File: src/rtl/rx_tmp_buf_slab_alloc_if.sv
// Allocator bus: alloc request/grant handshake, slab free path and status.
// master = consumer side, slave = allocator side.
interface rx_tmp_buf_slab_alloc_if #(
    parameter int NUM_SLABS  = 2,
    parameter int SLAB_BYTES = 9152
);
    localparam int SLAB_NUM_W   = $clog2(NUM_SLABS);
    localparam int SLAB_BYTES_W = $clog2(SLAB_BYTES);
    localparam int ADDR_W       = SLAB_NUM_W + SLAB_BYTES_W;
    localparam int CNT_W        = $clog2(NUM_SLABS + 1);

    logic                  alloc_req_val;
    logic                  alloc_req_rdy;
    logic                  alloc_resp_val;
    logic [SLAB_NUM_W-1:0] alloc_resp_slab;
    logic [ADDR_W-1:0]     alloc_resp_addr;
    logic                  alloc_resp_rdy;
    logic                  free_req_val;
    logic [SLAB_NUM_W-1:0] free_req_slab;
    logic                  free_req_rdy;
    logic [CNT_W-1:0]      free_cnt;
    logic                  err_bad_free;

    modport master (
        output alloc_req_val, alloc_resp_rdy, free_req_val, free_req_slab,
        input  alloc_req_rdy, alloc_resp_val, alloc_resp_slab, alloc_resp_addr,
               free_req_rdy, free_cnt, err_bad_free
    );

    modport slave (
        input  alloc_req_val, alloc_resp_rdy, free_req_val, free_req_slab,
        output alloc_req_rdy, alloc_resp_val, alloc_resp_slab, alloc_resp_addr,
               free_req_rdy, free_cnt, err_bad_free
    );
endinterface

File: src/rtl/rx_tmp_buf_slab_alloc.sv
// RX temp-buffer slab allocator: free bitmap, lowest-index grant, one grant
// outstanding, free path with illegal-free detection.
// Optional macro SLAB_ALLOC_STATS_EN adds the alloc_stall_cnt output.
module rx_tmp_buf_slab_alloc #(
    parameter int NUM_SLABS  = 2,
    parameter int SLAB_BYTES = 9152
) (
    input logic clk,
    input logic rst,
    rx_tmp_buf_slab_alloc_if.slave bus
`ifdef SLAB_ALLOC_STATS_EN
    ,
    output logic [31:0] alloc_stall_cnt
`endif
);
    localparam int SLAB_NUM_W   = $clog2(NUM_SLABS);
    localparam int SLAB_BYTES_W = $clog2(SLAB_BYTES);
    localparam int CNT_W        = $clog2(NUM_SLABS + 1);

    localparam logic [0:0] IDLE = 1'b0;
    localparam logic [0:0] RESP = 1'b1;

    logic [0:0]            r_state;
    logic [NUM_SLABS-1:0]  r_bitmap;
    logic [CNT_W-1:0]      r_free_cnt;
    logic [SLAB_NUM_W-1:0] r_resp_slab;
    logic                  r_err;

    logic                  w_accept;
    logic                  w_inrange;
    logic                  w_hit;
    logic                  w_free_ok;
    logic [SLAB_NUM_W-1:0] w_lowest;
    logic [NUM_SLABS-1:0]  w_free_mask;
    logic [NUM_SLABS-1:0]  w_alloc_mask;

    assign bus.alloc_req_rdy   = !rst && (r_state == IDLE) && (r_free_cnt != '0);
    assign bus.alloc_resp_val  = (r_state == RESP);
    assign bus.alloc_resp_slab = r_resp_slab;
    assign bus.alloc_resp_addr = {r_resp_slab, {SLAB_BYTES_W{1'b0}}};
    assign bus.free_req_rdy    = !rst;
    assign bus.free_cnt        = r_free_cnt;
    assign bus.err_bad_free    = r_err;

    assign w_accept  = bus.alloc_req_val && bus.alloc_req_rdy;
    assign w_free_ok = bus.free_req_val && w_inrange && !w_hit;

    // Lowest free slab, free-index decode and the bitmap set/clear masks.
    // Selection works on the current bitmap, so a slab freed this cycle is
    // not eligible until the next one.
    always_comb begin
        w_lowest     = '0;
        w_inrange    = 1'b0;
        w_hit        = 1'b0;
        w_free_mask  = '0;
        w_alloc_mask = '0;
        for (int i = NUM_SLABS - 1; i >= 0; i--) begin
            if (r_bitmap[i]) w_lowest = SLAB_NUM_W'(i);
        end
        for (int i = 0; i < NUM_SLABS; i++) begin
            if (bus.free_req_slab == SLAB_NUM_W'(i)) begin
                w_inrange = 1'b1;
                w_hit     = r_bitmap[i];
            end
        end
        for (int i = 0; i < NUM_SLABS; i++) begin
            w_free_mask[i]  = w_free_ok && (bus.free_req_slab == SLAB_NUM_W'(i));
            w_alloc_mask[i] = w_accept && (w_lowest == SLAB_NUM_W'(i));
        end
    end

    // Bitmap, free count and bad-free pulse. The allocated slab is free and
    // the freed one busy, so the two masks never overlap.
    always_ff @(posedge clk or posedge rst) begin
        if (rst) begin
            r_bitmap   <= '1;
            r_free_cnt <= CNT_W'(NUM_SLABS);
            r_err      <= 1'b0;
        end else begin
            r_bitmap <= (r_bitmap & ~w_alloc_mask) | w_free_mask;
            r_err    <= bus.free_req_val && !w_free_ok;
            if (w_accept && !w_free_ok)
                r_free_cnt <= r_free_cnt - CNT_W'(1);
            else if (!w_accept && w_free_ok)
                r_free_cnt <= r_free_cnt + CNT_W'(1);
        end
    end

    // Grant FSM: capture the slab on accept, hold it until the consumer takes it.
    always_ff @(posedge clk or posedge rst) begin
        if (rst) begin
            r_state     <= IDLE;
            r_resp_slab <= '0;
        end else begin
            case (r_state)
                IDLE: if (w_accept) begin
                    r_state     <= RESP;
                    r_resp_slab <= w_lowest;
                end
                RESP: if (bus.alloc_resp_rdy) r_state <= IDLE;
                default: r_state <= IDLE;
            endcase
        end
    end

`ifdef SLAB_ALLOC_STATS_EN
    logic [31:0] r_stall_cnt;
    assign alloc_stall_cnt = r_stall_cnt;

    // Count cycles a request waits in IDLE with the pool empty, saturating.
    always_ff @(posedge clk or posedge rst) begin
        if (rst)
            r_stall_cnt <= '0;
        else if (bus.alloc_req_val && (r_state == IDLE) && (r_free_cnt == '0) &&
                 (r_stall_cnt != '1))
            r_stall_cnt <= r_stall_cnt + 32'd1;
    end
`endif
endmodule

File: src/flat_wrapper.sv
// flat-port wrapper written by rule: the top's interface ports become plain ports
module rx_tmp_buf_slab_alloc_flat 
#(
    parameter int NUM_SLABS  = 2,
    parameter int SLAB_BYTES = 9152
)
  (clk, rst, bus_alloc_req_val, bus_alloc_resp_rdy, bus_free_req_val, bus_free_req_slab, bus_alloc_req_rdy, bus_alloc_resp_val, bus_alloc_resp_slab, bus_alloc_resp_addr, bus_free_req_rdy, bus_free_cnt, bus_err_bad_free);
  rx_tmp_buf_slab_alloc_if #(.NUM_SLABS(NUM_SLABS), .SLAB_BYTES(SLAB_BYTES)) bus_i ();
  input logic clk;
  input logic rst;
  input wire logic [$bits(bus_i.alloc_req_val)-1:0] bus_alloc_req_val;
  input wire logic [$bits(bus_i.alloc_resp_rdy)-1:0] bus_alloc_resp_rdy;
  input wire logic [$bits(bus_i.free_req_val)-1:0] bus_free_req_val;
  input wire logic [$bits(bus_i.free_req_slab)-1:0] bus_free_req_slab;
  output wire logic [$bits(bus_i.alloc_req_rdy)-1:0] bus_alloc_req_rdy;
  output wire logic [$bits(bus_i.alloc_resp_val)-1:0] bus_alloc_resp_val;
  output wire logic [$bits(bus_i.alloc_resp_slab)-1:0] bus_alloc_resp_slab;
  output wire logic [$bits(bus_i.alloc_resp_addr)-1:0] bus_alloc_resp_addr;
  output wire logic [$bits(bus_i.free_req_rdy)-1:0] bus_free_req_rdy;
  output wire logic [$bits(bus_i.free_cnt)-1:0] bus_free_cnt;
  output wire logic [$bits(bus_i.err_bad_free)-1:0] bus_err_bad_free;
  assign bus_i.alloc_req_val = bus_alloc_req_val;
  assign bus_i.alloc_resp_rdy = bus_alloc_resp_rdy;
  assign bus_i.free_req_val = bus_free_req_val;
  assign bus_i.free_req_slab = bus_free_req_slab;
  assign bus_alloc_req_rdy = bus_i.alloc_req_rdy;
  assign bus_alloc_resp_val = bus_i.alloc_resp_val;
  assign bus_alloc_resp_slab = bus_i.alloc_resp_slab;
  assign bus_alloc_resp_addr = bus_i.alloc_resp_addr;
  assign bus_free_req_rdy = bus_i.free_req_rdy;
  assign bus_free_cnt = bus_i.free_cnt;
  assign bus_err_bad_free = bus_i.err_bad_free;
  rx_tmp_buf_slab_alloc #(.NUM_SLABS(NUM_SLABS), .SLAB_BYTES(SLAB_BYTES)) u_core (.clk(clk), .rst(rst), .bus(bus_i));
endmodule
File: config.mk
export PLATFORM = sky130hd
export DESIGN_NAME = rx_tmp_buf_slab_alloc_flat
export DESIGN_NICKNAME = d
export VERILOG_FILES = /design/src/rtl/rx_tmp_buf_slab_alloc_if.sv /design/src/rtl/rx_tmp_buf_slab_alloc.sv /design/src/flat_wrapper.sv
export SDC_FILE = /design/constraint.sdc
export NUM_CORES = 1
export LEC_CHECK = 0
export BUFFER_PORTS_ARGS = -buffer_cell sky130_fd_sc_hd__buf_2
export CAP_MARGIN = 20
export CORE_AREA = 5 5 43 45
export CTS_CLUSTER_DIAMETER = 120
export CTS_CLUSTER_SIZE = 16
export DETAILED_ROUTE_END_ITERATION = 8
export DIE_AREA = 0 0 48 50
export GPL_TIMING_DRIVEN = 0
export PLACE_DENSITY_LB_ADDON = 0.3
export SETUP_SLACK_MARGIN = 0.2
export SLEW_MARGIN = 20
export SYNTH_ARGS = -nofsm -noshare
export SYNTH_HDL_FRONTEND = slang
export SYNTH_SLANG_ARGS = --single-unit
File: constraint.sdc
create_clock -name clk -period 2.9 [get_ports clk]
set_input_delay 0.145 -clock clk [delete_from_list [all_inputs] [get_ports clk]]
set_output_delay 0.145 -clock clk [all_outputs]
set_load 0.01 [all_outputs]
Word level (Yosys, flattened, before mapping)
Cells that the tools add are included.
Widths: inputs -> output; s select.

storage, ports and cells
  RAM bits = 0
  bits in read-only memories = 0
  word-level logic and storage cells = 39
  input bits = 6
  output and inout port bits = 22
  flip-flop bits (word level) = 7
  bits in latches = 0
  memories kept = 0

cells by class
  order comparisons = 0
  $add $sub $neg = 2
  mux-type cells = 8
  $mul = 0
  bitwise operators = 6
  shift operators = 0
  reduce and logical (&&, ||, !) cells = 18
  divide/modulo/power cells = 0
  equal/unequal tests = 0

operators with widths
  kind                 number
  $logic_and 1x1->1    11
  $mux 1               5
  $logic_not 1->1      4
  $mux 2               2
  $reduce_bool 2->1    2
  $not 1->1            3
  $add 2x1->2 const B  1
  $and 2x2->2          1
  $not 2->2            1
  $or 2x2->2           1
  $pmux 1 s2           1
  $reduce_and 2->1     1
  $sub 2x1->2 const B  1

Depth between registers and ports, before layout
  depth after elaboration = 8
  mapped depth = 7
  mapped depth without buffers = 7

Worst setup path after synthesis
Ideal clock, no wire load.

  path kind = reg2reg
  from = reg u_core.r_free_cnt[1], in the netlist u_core.bus.free_cnt[1]
  to = reg u_core.r_free_cnt[1], in the netlist u_core.bus.free_cnt[1]
  clock period less this slack = 1.420 ns
  setup slack = 1.480 ns
  setup time = 0.075 ns
  cell stages (with the launch flop) = 7
  data arrival time = 1.345 ns
  buffers on the path = 0
  required time = 2.825 ns
  cells stage by stage = dfstp_2 -> nor2_2 -> nand3b_4 -> inv_4 -> ha_1 -> nor2_1 -> xor2_1

on the way
  word-level cells in the longest chain between the ends = 6
  elaborated cells on any way between the ends = 11
  those cells by class = 2 x add/sub; 2 x mux; 7 x reduce/logical

RTL lines
  item                                                                 line                         source
  start, declared                                                      rx_tmp_buf_slab_alloc.sv:25  logic [CNT_W-1:0] r_free_cnt;
  start signal, assigned                                               rx_tmp_buf_slab_alloc.sv:77  r_free_cnt <= CNT_W'(NUM_SLABS);
  start signal, assigned                                               rx_tmp_buf_slab_alloc.sv:83  r_free_cnt <= r_free_cnt - CNT_W'(1);
  start signal, assigned                                               rx_tmp_buf_slab_alloc.sv:85  r_free_cnt <= r_free_cnt + CNT_W'(1);
  parallel branches: the longest is 6 deep, another holds $add 2x1->2  -

Several ways; the timed one is not identified. The select of a mux whose other input is x is not followed.
A chain may end at the register's enable or synchronous reset.

Final worst setup path
  from = in rst
  to = reg u_core.r_free_cnt[1], in the netlist u_core.bus.free_cnt[1]

on the way
  word-level cells in the longest chain between the ends = 7
  elaborated cells on any way between the ends = 9
  those cells by class = 1 x mux; 8 x reduce/logical

RTL lines
  item                               line                         source
  start, declared                    flat_wrapper.sv:10           input logic rst;
  $logic_not 1->1 *                  rx_tmp_buf_slab_alloc.sv:37  assign bus.alloc_req_rdy = !rst && (r_state == IDLE) && (r_free_cnt != '0);
  $logic_and 1x1->1 * (2 in series)  rx_tmp_buf_slab_alloc.sv:37
  $logic_and 1x1->1 *                rx_tmp_buf_slab_alloc.sv:45  assign w_accept = bus.alloc_req_val && bus.alloc_req_rdy;
  $logic_not 1->1                    rx_tmp_buf_slab_alloc.sv:84  else if (!w_accept && w_free_ok)
  $logic_and 1x1->1                  rx_tmp_buf_slab_alloc.sv:84
  $reduce_bool 2->1 (no line)        -

Mark *: on every way between the ends. The rest lies on a longest branch, timed or not.

==> flow_summary.json <==
{
  "r2r_slack_ns": 1.46,
  "internal_power_uw": 332,
  "via_count": 334,
  "status": "finished clean",
  "yosysWarnings": 0,
  "seq_power_share_pct": 39.4,
  "clockBufferDepth": 2,
  "netSwitchingPower_uw": 173,
  "vias_per_cell": 3.63,
  "r2r_end": "u_core.bus.free_cnt[1]$_DFFE_PP1P_",
  "antenna_left": 0,
  "switching_share_pct": 34.2,
  "grt_pass1_wl_um": 1220,
  "syn_area_um2": 455,
  "grt_max_degree": 9,
  "hp-class": "primary input to register",
  "cts_num_sinks": 7,
  "powerDensity_nw_per_um2": 807,
  "path_clk_slew_ns": 0.05,
  "p_comb_share_pct": 43.6,
  "end_kind": "register",
  "h-tree-depth": 1,
  "final_layout_size_suffix_gt1_share_pct": 50.0,
  "clock.fmax_ghz": 0.660,
  "io_buffers": 13,
  "grt_use_met3_pct": 4.73,
  "fin_skew_ns": 0.00115,
  "setup.worst_path.class": "primary input to register",
  "die_w_um": 48,
  "worstRegToRegCells": 6,
  "gr-usage-met1_pct": 7.19,
  "startpoint_type": "primary input",
  "worstHoldStart": "bus_alloc_resp_rdy",
  "worstSetupEndpoint": "u_core.bus.free_cnt[1]$_DFFE_PP1P_",
  "routed_wl_um": 770,
  "critPathMaxFanout": 3,
  "clock_latency_ns": 0.25,
  "cts_tree": "yes",
  "drv_cap": 0,
  "yosys.area.top_type": "buf_4",
  "post-route-period-util_pct": 52.3,
  "drc": 0,
  "critPathLaunch": "rst",
  "fillers": 163,
  "r2r-start": "u_core.bus.free_cnt[1]$_DFFE_PP1P_",
  "ys_ff_latch": 7,
  "setup_violations": 0,
  "clock-root-buffer": "clkbuf_4",
  "clockPowerShare_pct": 16.9,
  "grt_pass1_vias": 302,
  "busiest_layer": "met2",
  "rows": 14,
  "core-area_um2": 1440,
  "wl_per_cell_um": 8.37,
  "synth_cell_types": 20,
  "hold_violations": 0,
  "gp_congestion": 0.657,
  "nets": 84,
  "cts_made_buffers": 3,
  "cts-resized-gates": 0,
  "die-area_um2": 2400,
  "drt_iter0_markers": 0,
  "antenna_found_initial": 0,
  "synth.yosys.seq_area_share_pct": 39.3,
  "netlist.area_leader.share_pct": 24.7,
  "die_height_um": 50,
  "arrival_ns": 1.69,
  "min_period_ns": 1.52,
  "finalMaxSlewViolations": 0,
  "ir_drop_mv": 0.325,
  "rsz0062_at_grt": "no",
  "final_util_pct": 43.6,
  "syn_area_per_cell_um2": 10.1,
  "syn_inst": 45,
  "diodes": 0,
  "area_growth_pct": 37.4,
  "grtUsageTotal_pct": 7.40,
  "p_leak_nw": 0.365,
  "synthTopCellsByArea": "buf_4 25%, dfrtp_1 22%, dfstp_2 17%",
  "cp.required_ns": 3.08,
  "first_pass_iters": 1,
  "gr-total-overflow": 0,
  "place_hpwl_um": 686,
  "num_io_pins": 28,
  "start_util_pct": 31.7,
  "fin_setup_tns_ns": 0,
  "met2_usage_pct": 12.1
}
[critical path, cell delays in order]
cell and delay (ns):
dlygate4sd3_1 0.53, buf_2 0.13, nor2_1 0.16, nand3b_4 0.12
inv_4 0.08, ha_1 0.25, nor2_1 0.14, xor2_1 0.15
[final cells by class]
type	count	area, um2	share of cell area (%)
Multi-Input combinational cell	33	199	31.8
Inverter	3	13.8	2.20
Buffer	15	113	18.0
Clock buffer	4	26.3	4.20
Timing Repair Buffer	14	75.1	12.0
Tap cell	16	20.0	3.20
Sequential cell	7	179	28.6
[layout by cell type, fill, tap and decap left out, drive strengths merged]
master	Yosys	routed
o21ai	1	1
dfrtp	4	4
nor3	1	1
a21oi	2	2
nor2	4	4
mux2i	1	1
xor2	1	1
nand2	1	1
ha	1	1
nor2b	2	2
xnor2	2	2
mux2	1	1
clkbuf	0	4
dlygate4sd3	0	1
a22o	1	1
buf	15	28
dfstp	3	3
inv	3	3
nand3b	1	1
conb	1	14
[synth_stat cells]
library cell and count:
a21oi_1 2, a22o_1 1, buf_4 15, conb_1 1
dfrtp_1 4, dfstp_2 3, ha_1 1, inv_1 2
inv_4 1, mux2_4 1, mux2i_1 1, nand2_1 1
nand3b_4 1, nor2_1 3, nor2_2 1, nor2b_1 2
nor3_1 1, o21ai_0 1, xnor2_1 2, xor2_1 1
[power by group through the flow]
| stage | combinational, mW | clock [mW] | sequential (mW) |
|---|---|---|---|
| after floorplan | 0.148 | 0 | 0.210 |
| after global placement | 0.220 | 0 | 0.199 |
| after detailed placement | 0.223 | 0 | 0.202 |
| after CTS | 0.224 | 0.0905 | 0.200 |
| after global routing | 0.243 | 0.0974 | 0.209 |
| final | 0.220 | 0.0856 | 0.199 |
[registers in the layout, indices dropped and copies added (netlist names)]
signal                      count
u_core.bus.alloc_resp_slab      1
u_core.bus.alloc_resp_val       1
u_core.bus.err_bad_free         1
u_core.bus.free_cnt             2
u_core.r_bitmap                 2
[timing repair]
item | 4_1_cts | 5_1_grt
buffers inserted | 0 | 0
hold endpoints to repair | 4 | 0
hold buffers | 1 | 0
[cell families (layout without fill, tap and decap cells)]
group	count (synthesis)	in the layout	share of synthesized area [%]
muxes	2	2	5.49
adders and majority gates	1	1	2.75
AOI/OAI and AO/OA	4	4	5.22
xor gates and xnor gates	3	3	5.77
and+or+nand+nor	9	9	12.9
other	1	14	0.823
buffers and inverters	18	36	27.7
DFF	7	7	39.3
[worst min-delay path by stage]
stage,to,cells past startpoint,slack [ns]
finish,u_core.bus.alloc_resp_val$_DFF_PP0_,2,0.08
global route,u_core.bus.alloc_resp_val$_DFF_PP0_,2,0.08
detailed placement,u_core.bus.alloc_resp_val$_DFF_PP0_,2,0.12
floorplan,u_core.bus.alloc_resp_slab$_DFFE_PP0P_,1,-0.02
CTS,u_core.bus.alloc_resp_val$_DFF_PP0_,2,0.08
global placement,u_core.bus.alloc_resp_val$_DFF_PP0_,2,0.11
[per-layer routing]
| metal | vias up | wire length (um) | part of all wire [%] |
|---|---|---|---|
| met3 | 0 | 84 | 11 |
| li1 | 173 | - | - |
| met5 | - | 0 | 0 |
| met4 | 0 | 0 | 0 |
| met2 | 14 | 436 | 57 |
| met1 | 147 | 248 | 32 |
[per-stage QoR]
| step | setup WS [ns] | instances | power [mW] | cell area [um2] | hold slack [ns] |
|---|---|---|---|---|---|
| final | 1.38 | 92 | 0.505 | 626 | 0.0829 |
| after global placement | 1.46 | 87 | 0.419 | 589 | 0.115 |
| after detailed placement | 1.45 | 87 | 0.424 | 589 | 0.117 |
| after global routing | 1.31 | 92 | 0.549 | 626 | 0.0837 |
| after CTS | 1.36 | 92 | 0.515 | 626 | 0.0777 |
| after floorplan | 1.48 | 58 | 0.358 | 504 | -0.0200 |
No activity file was read; power rests on OpenSTA's default activity.
